**src/rtl/xer_cr_wb_pkg.sv**
```systemverilog
// Shared definitions for the XER/CR writeback block: widths, bit indices, reset values.
// Architectural bit k (bit 0 = MSB) lives at vector index WIDTH-1-k.
package xer_cr_wb_pkg;

  localparam int unsigned ARCH_WIDTH = 32;
  localparam int unsigned D_WIDTH    = 8;
  localparam int unsigned CRF_NUM    = 8;
  localparam int unsigned CRF_W      = 4;
  localparam int unsigned CRF_SEL_W  = 3;

  localparam int unsigned XER_SO_IDX = ARCH_WIDTH - 1;
  localparam int unsigned XER_OV_IDX = ARCH_WIDTH - 2;
  localparam int unsigned XER_CA_IDX = ARCH_WIDTH - 3;

  // alu_d ordering: D[0]=CA, D[1]=OV, D[2:4]=CR0 LT/GT/EQ, D[5:7]=CRX LT/GT/EQ
  localparam int unsigned D_CA_IDX = D_WIDTH - 1;
  localparam int unsigned D_OV_IDX = D_WIDTH - 2;
  localparam int unsigned D_CR0_HI = D_WIDTH - 3;
  localparam int unsigned D_CRX_HI = D_WIDTH - 6;

  // SO/OV/CA plus the 7-bit byte count; bits 3:24 read as zero
  localparam logic [ARCH_WIDTH-1:0] XER_WMASK = 32'hE000_007F;
  localparam logic [ARCH_WIDTH-1:0] XER_RST   = '0;
  localparam logic [ARCH_WIDTH-1:0] CR_RST    = '0;

  typedef enum logic [1:0] {
    REQ_NONE  = 2'd0,
    REQ_UPD   = 2'd1,
    REQ_MTXER = 2'd2,
    REQ_MTCRF = 2'd3
  } req_kind_e;

  function automatic int unsigned crf_hi(input int unsigned f);
    return ARCH_WIDTH - 1 - CRF_W * f;
  endfunction

endpackage

```
**src/rtl/xer_cr_wb_next.sv**
```systemverilog
// Combinational next XER/CR for ALU flag updates, mtspr XER and mtcrf.
// Requests are resolved upd > mtxer > mtcrf; the current view is the forwarded one.
module xer_cr_wb_next
  import xer_cr_wb_pkg::*;
(
  input  logic [ARCH_WIDTH-1:0] i_xer,
  input  logic [ARCH_WIDTH-1:0] i_cr,
  input  logic [D_WIDTH-1:0]    i_alu_d,
  input  logic                  i_upd_valid,
  input  logic                  i_upd_ca,
  input  logic                  i_upd_ov,
  input  logic                  i_upd_cr0,
  input  logic                  i_upd_crx,
  input  logic [CRF_SEL_W-1:0]  i_crx_sel,
  input  logic                  i_mtxer_valid,
  input  logic [ARCH_WIDTH-1:0] i_mtxer_data,
  input  logic                  i_mtcrf_valid,
  input  logic [CRF_NUM-1:0]    i_mtcrf_fxm,
  input  logic [ARCH_WIDTH-1:0] i_mtcrf_data,
  output logic                  o_req_c,
  output logic [ARCH_WIDTH-1:0] o_xer_c,
  output logic [ARCH_WIDTH-1:0] o_cr_c
);

  req_kind_e w_kind;
  logic      w_so;

  always_comb begin
    w_kind = REQ_NONE;
    if (i_upd_valid)        w_kind = REQ_UPD;
    else if (i_mtxer_valid) w_kind = REQ_MTXER;
    else if (i_mtcrf_valid) w_kind = REQ_MTCRF;
  end

  assign o_req_c = (w_kind != REQ_NONE);

  // CRX is written after CR0 so it wins when both target field 0
  always_comb begin
    o_xer_c = i_xer;
    o_cr_c  = i_cr;
    w_so    = i_xer[XER_SO_IDX];
    case (w_kind)
      REQ_UPD: begin
        if (i_upd_ov) begin
          w_so                = i_xer[XER_SO_IDX] | i_alu_d[D_OV_IDX];
          o_xer_c[XER_OV_IDX] = i_alu_d[D_OV_IDX];
          o_xer_c[XER_SO_IDX] = w_so;
        end
        if (i_upd_ca) o_xer_c[XER_CA_IDX] = i_alu_d[D_CA_IDX];
        if (i_upd_cr0) o_cr_c[crf_hi(0) -: CRF_W] = {i_alu_d[D_CR0_HI -: 3], w_so};
        for (int unsigned f = 0; f < CRF_NUM; f++) begin
          if (i_upd_crx && (i_crx_sel == CRF_SEL_W'(f)))
            o_cr_c[crf_hi(f) -: CRF_W] = {i_alu_d[D_CRX_HI -: 3], w_so};
        end
      end
      REQ_MTXER: o_xer_c = i_mtxer_data & XER_WMASK;
      REQ_MTCRF: begin
        for (int unsigned f = 0; f < CRF_NUM; f++) begin
          if (i_mtcrf_fxm[CRF_NUM-1-f])
            o_cr_c[crf_hi(f) -: CRF_W] = i_mtcrf_data[crf_hi(f) -: CRF_W];
        end
      end
      default: ;
    endcase
  end

endmodule

```
**src/rtl/xer_cr_wb.sv**
```systemverilog
// XER/CR architectural owner: one-deep pending stage with flush, forwarding to the ALU
// and to mfcr/mfspr. Pending commits on the next unflushed edge.
module xer_cr_wb
  import xer_cr_wb_pkg::*;
(
  input  logic                  clk,
  input  logic                  rst_n,
  input  logic [D_WIDTH-1:0]    alu_d,
  input  logic                  upd_valid,
  input  logic                  upd_ca,
  input  logic                  upd_ov,
  input  logic                  upd_cr0,
  input  logic                  upd_crx,
  input  logic [CRF_SEL_W-1:0]  crx_sel,
  input  logic                  mtxer_valid,
  input  logic [ARCH_WIDTH-1:0] mtxer_data,
  input  logic                  mtcrf_valid,
  input  logic [CRF_NUM-1:0]    mtcrf_fxm,
  input  logic [ARCH_WIDTH-1:0] mtcrf_data,
  input  logic                  flush,
  output logic [ARCH_WIDTH-1:0] xer_rd,
  output logic [ARCH_WIDTH-1:0] cr_rd,
  output logic [ARCH_WIDTH-1:0] xer_arch,
  output logic [ARCH_WIDTH-1:0] cr_arch,
  output logic                  pend_valid
);

  logic [ARCH_WIDTH-1:0] r_xer_arch, r_cr_arch, r_xer_pend, r_cr_pend;
  logic                  r_pend_valid;
  logic                  w_req;
  logic [ARCH_WIDTH-1:0] w_xer_nxt, w_cr_nxt;

  xer_cr_wb_next u_next (
    .i_xer         (xer_rd),
    .i_cr          (cr_rd),
    .i_alu_d       (alu_d),
    .i_upd_valid   (upd_valid),
    .i_upd_ca      (upd_ca),
    .i_upd_ov      (upd_ov),
    .i_upd_cr0     (upd_cr0),
    .i_upd_crx     (upd_crx),
    .i_crx_sel     (crx_sel),
    .i_mtxer_valid (mtxer_valid),
    .i_mtxer_data  (mtxer_data),
    .i_mtcrf_valid (mtcrf_valid),
    .i_mtcrf_fxm   (mtcrf_fxm),
    .i_mtcrf_data  (mtcrf_data),
    .o_req_c       (w_req),
    .o_xer_c       (w_xer_nxt),
    .o_cr_c        (w_cr_nxt)
  );

  // Flush kills both the pending entry and any same-cycle request
  always_ff @(posedge clk or negedge rst_n) begin
    if (!rst_n) begin
      r_xer_arch   <= XER_RST;
      r_cr_arch    <= CR_RST;
      r_xer_pend   <= XER_RST;
      r_cr_pend    <= CR_RST;
      r_pend_valid <= 1'b0;
    end else if (flush) begin
      r_pend_valid <= 1'b0;
    end else begin
      if (r_pend_valid) begin
        r_xer_arch <= r_xer_pend;
        r_cr_arch  <= r_cr_pend;
      end
      if (w_req) begin
        r_xer_pend <= w_xer_nxt;
        r_cr_pend  <= w_cr_nxt;
      end
      r_pend_valid <= w_req;
    end
  end

  assign xer_rd     = r_pend_valid ? r_xer_pend : r_xer_arch;
  assign cr_rd      = r_pend_valid ? r_cr_pend  : r_cr_arch;
  assign xer_arch   = r_xer_arch;
  assign cr_arch    = r_cr_arch;
  assign pend_valid = r_pend_valid;

endmodule
```
**config.mk**
```make
export PLATFORM = sky130hd
export DESIGN_NAME = xer_cr_wb
export DESIGN_NICKNAME = d
export VERILOG_FILES = /design/src/rtl/xer_cr_wb_pkg.sv /design/src/rtl/xer_cr_wb_next.sv /design/src/rtl/xer_cr_wb.sv
export SDC_FILE = /design/constraint.sdc
export NUM_CORES = 1
export LEC_CHECK = 0
export ABC_AREA = 0
export CAP_MARGIN = 20
export CORE_ASPECT_RATIO = 2
export CORE_MARGIN = 2
export CORE_UTILIZATION = 52
export DETAILED_ROUTE_END_ITERATION = 10
export GPL_TIMING_DRIVEN = 1
export PLACE_DENSITY_LB_ADDON = 0.15
export SLEW_MARGIN = 15
export SYNTH_ARGS = -nofsm -noshare
export SYNTH_HDL_FRONTEND = slang
export SYNTH_HIERARCHICAL = 1
export SYNTH_SLANG_ARGS = --single-unit
```
**constraint.sdc**
```tcl
create_clock -name clk -period 3 [get_ports clk]
set_input_delay 0.6 -clock clk [delete_from_list [all_inputs] [get_ports clk]]
set_output_delay 0.6 -clock clk [all_outputs]
set_load 0.02 [all_outputs]
```
# Word level (Yosys, flattened, before mapping)
# Cells that the tools add are included.
[word_totals] register_bits=129 latchBits=0 mem_bits_rw=0 romBits=0 input_bits=93 output_inout_bits=129 word_cells=57 memories=0
[op_classes] n_addsub=0 multipliers=0 div=0 order_cmp=0 n_eq_ne=10 shifts=0 n_mux=29 n_bitwise=2 reduce_logical=11
[op_table] operator="2-to-1 mux 4 bit" n=17
[op_table] operator="2-to-1 mux 32 bit" n=2
[op_table] operator="one-hot mux 32 bit (2 select lines)" n=1
[op_table] operator="2-to-1 mux 29 bit" n=1
[op_table] operator="equality test 3 bit, second input constant" n=4
[op_table] operator="logical AND 1 bit" n=8
[op_table] operator="2-to-1 mux 2 bit" n=4
[op_table] operator="equality test 3 x 2 -> 1 bit, second input constant" n=2
[op_table] operator="one-hot mux 3 bit (2 select lines)" n=1
[op_table] operator="equality test 2 bit, second input constant" n=2
[op_table] operator="equality test 3 x 1 -> 1 bit, second input constant" n=1
[op_table] operator="logical NOT 3 bit" n=1
[op_table] operator="2-to-1 mux 1 bit" n=3
[op_table] operator="equality test 2 x 1 -> 1 bit, second input constant" n=1
[op_table] operator="AND reduction 2 bit" n=1
[op_table] operator="nonzero test 2 bit" n=1
[op_table] operator="NOT 1 bit" n=1
[op_table] operator="OR 1 bit" n=1

# Depth between registers and ports, before layout
[logic_depth] ltp_word=6 ltp_mapped=13 mapped_depth_nobuf=9

# Hierarchy
# The synthesis kept the hierarchy.
[modules_own_cells] mod="xer_cr_wb" instances=1 cells_per_inst=344 area_each_um2=6015.8 seq_area_each_um2=3228.1
[modules_own_cells] mod="xer_cr_wb_next" instances=1 cells_per_inst=222 area_each_um2=1427.6 seq_area_each_um2=0.0

# Worst setup path after synthesis
# Ideal clock, no wire load.
[synth_path] kind="input to register" start="input mtcrf_valid" end="register r_cr_pend[17]" setup_ns=0.125 t_arrival_ns=2.535 required_ns=2.875 slack_ns=0.340 path_stages=11 path_buffers=3 cell_sequence="nor2b_1 > nor2_1 > inv_1 > buf_2 > buf_2 > ha_1 > clkbuf_1 > nor2b_1 > a221o_1 > a22o_1 > mux2_4"
[synth_via] elab_chain_len=5 elab_cells_between_ends=8 cone_classes="2 x eq/ne; 4 x mux; 2 x reduce/logical"
[synth_lines] item="from (decl)" line="xer_cr_wb.sv:17" rtl="input logic mtcrf_valid,"
[synth_lines] item="2-to-1 mux 2 bit (*)" line="xer_cr_wb_next.sv:32" rtl="else if (i_mtcrf_valid) w_kind = REQ_MTCRF;"
[synth_lines] item="2-to-1 mux 2 bit (*)" line="xer_cr_wb_next.sv:31" rtl="else if (i_mtxer_valid) w_kind = REQ_MTXER;"
[synth_lines] item="2-to-1 mux 2 bit (*)" line="xer_cr_wb_next.sv:30" rtl="if (i_upd_valid) w_kind = REQ_UPD;"
[synth_lines] item="equality test 2 bit or equality test 2 x 1 -> 1 bit (tied branches)" line="xer_cr_wb_next.sv:42" rtl="case (w_kind)"
[synth_lines] item="one-hot mux 32 bit (2 select lines) (*)" line="xer_cr_wb_next.sv:42"
[synth_lines] item="via w_cr_nxt[17]" line="xer_cr_wb.sv:31" rtl="logic [ARCH_WIDTH-1:0] w_xer_nxt, w_cr_nxt;"
[synth_lines] item="to (signal assigned)" line="xer_cr_wb.sv:70" rtl="r_cr_pend <= w_cr_nxt;"
[synth_lines] item="to (decl)" line="xer_cr_wb.sv:28" rtl="logic [ARCH_WIDTH-1:0] r_xer_arch, r_cr_arch, r_xer_pend, r_cr_pend;"
# Mark *: on every way through the listed nets, which the timed path passes. The rest lies on a longest branch.
# A chain may end at the register's enable or synchronous reset.

# Final worst setup path
[layout_path] start="register r_pend_valid (netlist: pend_valid)" end="output cr_rd[30]"
[layout_via] elab_chain_len=1
[layout_lines] item="from (decl)" line="xer_cr_wb.sv:29" rtl="logic r_pend_valid;"
[layout_lines] item="from (signal assigned)" line="xer_cr_wb.sv:72" rtl="r_pend_valid <= w_req;"
[layout_lines] item="2-to-1 mux 32 bit"
[layout_lines] item="to (decl)" line="xer_cr_wb.sv:22" rtl="output logic [ARCH_WIDTH-1:0] cr_rd,"
# Every way passes these cells.

==> impl_metrics.env <==
export IMPL_outcome="complete, no violations"
export IMPL_insertion_delay_ns=0.41
export IMPL_power_ir_vdd_worst_v=0.000400
export IMPL_grt_usage_pct=26.0
export IMPL_ant_nets=0
export IMPL_synth_async_reset_ratio_pct=100
export IMPL_finalHoldViolCount=0
export IMPL_numPortBuffers=199
export IMPL_seqCellArea_um2=3230
export IMPL_ys_flop_type="dfrtp_1"
export IMPL_num_vias=5543
export IMPL_cts_setup_buffers=0
export IMPL_synthTopCellsByCount="dfrtp_1 (129), mux2_4 (109), mux2_2 (90)"
export IMPL_row_count=61
export IMPL_cts_buffers=17
export IMPL_dp_final_hpwl_um=14100
export IMPL_syn_avg_cell_area_um2=13.2
export IMPL_arrival_ns=2.25
export IMPL_chipHeight_um=173
export IMPL_synthMostInstantiatedCell="dfrtp_1"
export IMPL_power_density_nw_per_um2=692
export IMPL_seq_area_frac_synth_pct=43.4
export IMPL_avgViaCountPerCell=5.71
export IMPL_fin_crit_ns=2.85
export IMPL_grt_pass1_wl_um=31000
export IMPL_cts_tree="yes"
export IMPL_maxClockFrequency_ghz=0.351
export IMPL_synth_top_area_cell="dfrtp_1"
export IMPL_cts_resized_gates=0
export IMPL_cts_root_buf="clkbuf_16"
export IMPL_start_util_pct=53.3
export IMPL_synth_top_area_share_pct=43.4
export IMPL_pre_cts_ws_ns=-0.0225
export IMPL_cts_htree_levels=4
export IMPL_syn_instance_count=566
export IMPL_setup_viol=0
export IMPL_holdWs_ns=0.260
export IMPL_slew_violations=0
export IMPL_drive_above_1_share_pct=33.9
export IMPL_netSwitchingFraction_pct=32.9
export IMPL_grt_pass1_vias=5951
export IMPL_cts_sinks=129
export IMPL_syn_cell_area_um2=7440
export IMPL_hold_buffers=0
export IMPL_finalCritPeriodShare_pct=95.1
export IMPL_clk_pin_slew_ns=0.06
export IMPL_tightest_slew_ns=0.755
export IMPL_clkPwrFrac_pct=26.7
export IMPL_antenna_found_initial=0
export IMPL_cts_buffer_depth=2
export IMPL_finClkSkew_ns=0.00878
export IMPL_critPathMaxFanout=27
export IMPL_max_cap_viol_count=0
export IMPL_timing_final_ws_setup_ns=0.148
export IMPL_rsz0062_at_grt="false"
export IMPL_synth_edf_count=0
export IMPL_dp_cells=940
export IMPL_ys_seq_elements=129
export IMPL_cp_start_kind="flip-flop"
export IMPL_p_int_mw=4.75
export IMPL_hp_class="in -> async"
export IMPL_num_antenna_cells=0
export IMPL_drt_total_wl_um=19600
export IMPL_drt_initial_drc_count=218
export IMPL_grt_max_degree=54
export IMPL_crit_type="reg -> out"
export IMPL_switchingPower_mw=2.33
export IMPL_grt_overflow_total=0
export IMPL_multi_input_area_um2=3890
export IMPL_synth_area_leaders="dfrtp_1 (43%), mux2_4 (22%), mux2_2 (14%)"
export IMPL_cellLeakagePower_nw=4.61
export IMPL_pwr_share_comb_pct=39.2
export IMPL_drcViolationCount=0
export IMPL_required_ns=2.40
export IMPL_synthesis_nets=663
export IMPL_seqPwrFrac_pct=34.1
export IMPL_ys_types=36
export IMPL_nets=867
export IMPL_core_area_um2=14000
export IMPL_layout_cells_non_filler=971
export IMPL_gp_congestion=0.918
export IMPL_nFillCells=978
export IMPL_wl_per_cell_um=20.2
export IMPL_drt_pass1_iter_count=5
export IMPL_end_kind="output port"
export IMPL_area_delta_synth_final_pct=37.5
export IMPL_ys_warn_count=6
export IMPL_ios=222
export IMPL_dieArea_um2=15300
export IMPL_maxSlewHeadroom_pct=49.7
export IMPL_fp_dieW_um=88.6
[worst max-delay path: stages, from the launching register on]
cell	delay, ns
dfrtp_2	0.61
buf_12	0.25
mux2_2	0.39
clkdlybuf4s50_1	0.57
[flip-flops by register name (all words and copies together), names as in the netlist]
register    count
pend_valid      1
r_xer_pend     32
xer_arch       32
cr_arch        32
r_cr_pend      32
[metrics by stage]
step                area (um2)  power [mW]  TNS [ns]  util, %
finish                   10200        7.08         0     73.3
global route             10200        7.39         0     73.3
CTS                      10200        7.14         0     73.3
detailed placement        9690        5.22   -0.0361     69.4
global placement          9690        5.15         0     69.4
floorplan                 7440        3.99         0        -
[layer usage]
layer	up-vias	GRT usage (%)	share of wire, %
met5	-	0	0
met3	51	5.25	5.4
met4	0	12.2	3.9
li1	2493	-	-
met2	229	44.5	53
met1	2770	30.4	38
[worst paths after layout]
check	startpoint	to	slack [ns]	depth (start not counted)
max	pend_valid	cr_rd[30]	0.15	3
min	rst_n	xer_arch[19]	0.26	1
max reg2reg	pend_valid	r_cr_pend[24]	0.61	7
min reg2reg	r_cr_pend[2]	cr_arch[2]	0.53	1
max in group asynchronous	rst_n	xer_arch[28]	2.00	2
min in group clk	r_cr_pend[2]	cr_arch[2]	0.53	1
[logic make-up after synthesis]
logic type / after synthesis / share of synthesized area [%]
adder cells (fa/ha/maj): 4 / 0.672
buffers and inverters: 50 / 4.47
multiplexers: 202 / 36.0
flip-flops: 129 / 43.4
AND/OR/NAND/NOR: 102 / 7.75
AO/OA/AOI/OAI: 79 / 7.73
[power groups by stage]
stage	logic [mW]	registers (mW)	clock network [mW]
global placement	2.75	2.41	0
detailed placement	2.79	2.44	0
finish	2.78	2.42	1.89
CTS	2.80	2.42	1.92
floorplan	1.40	2.59	0
global route	2.93	2.47	2.00
[layout make-up]
class | count | share of cell area, %
tap | 189 | 2.31
timing repair buffer | 224 | 22.4
multi-input combinational | 387 | 38.1
sequential | 129 | 31.6
clock buffer | 19 | 4.43
clock inverter | 12 | 0.844
inverter | 11 | 0.404
[layout by cell type (no fill, tap or decap), drive strengths merged, types with 2 or more instances in the layout]
master,Yosys,layout
a31oi,4,4
clkbuf,9,19
mux2i,3,3
inv,11,13
nand4,2,2
nand3,33,33
nand3b,2,2
nand4b,3,3
nand2b,3,3
o211ai,7,7
nor2b,32,32
clkinv,0,10
a211o,3,3
ha,4,4
clkdlybuf4s50,0,198
nand2,17,17
a221o,5,5
o221ai,6,6
nor2,7,7
and4bb,2,2
o21ai,27,27
buf,30,26
dfrtp,129,129
a22o,23,23
mux2,199,199
No activity file was read; power rests on OpenSTA's default activity.
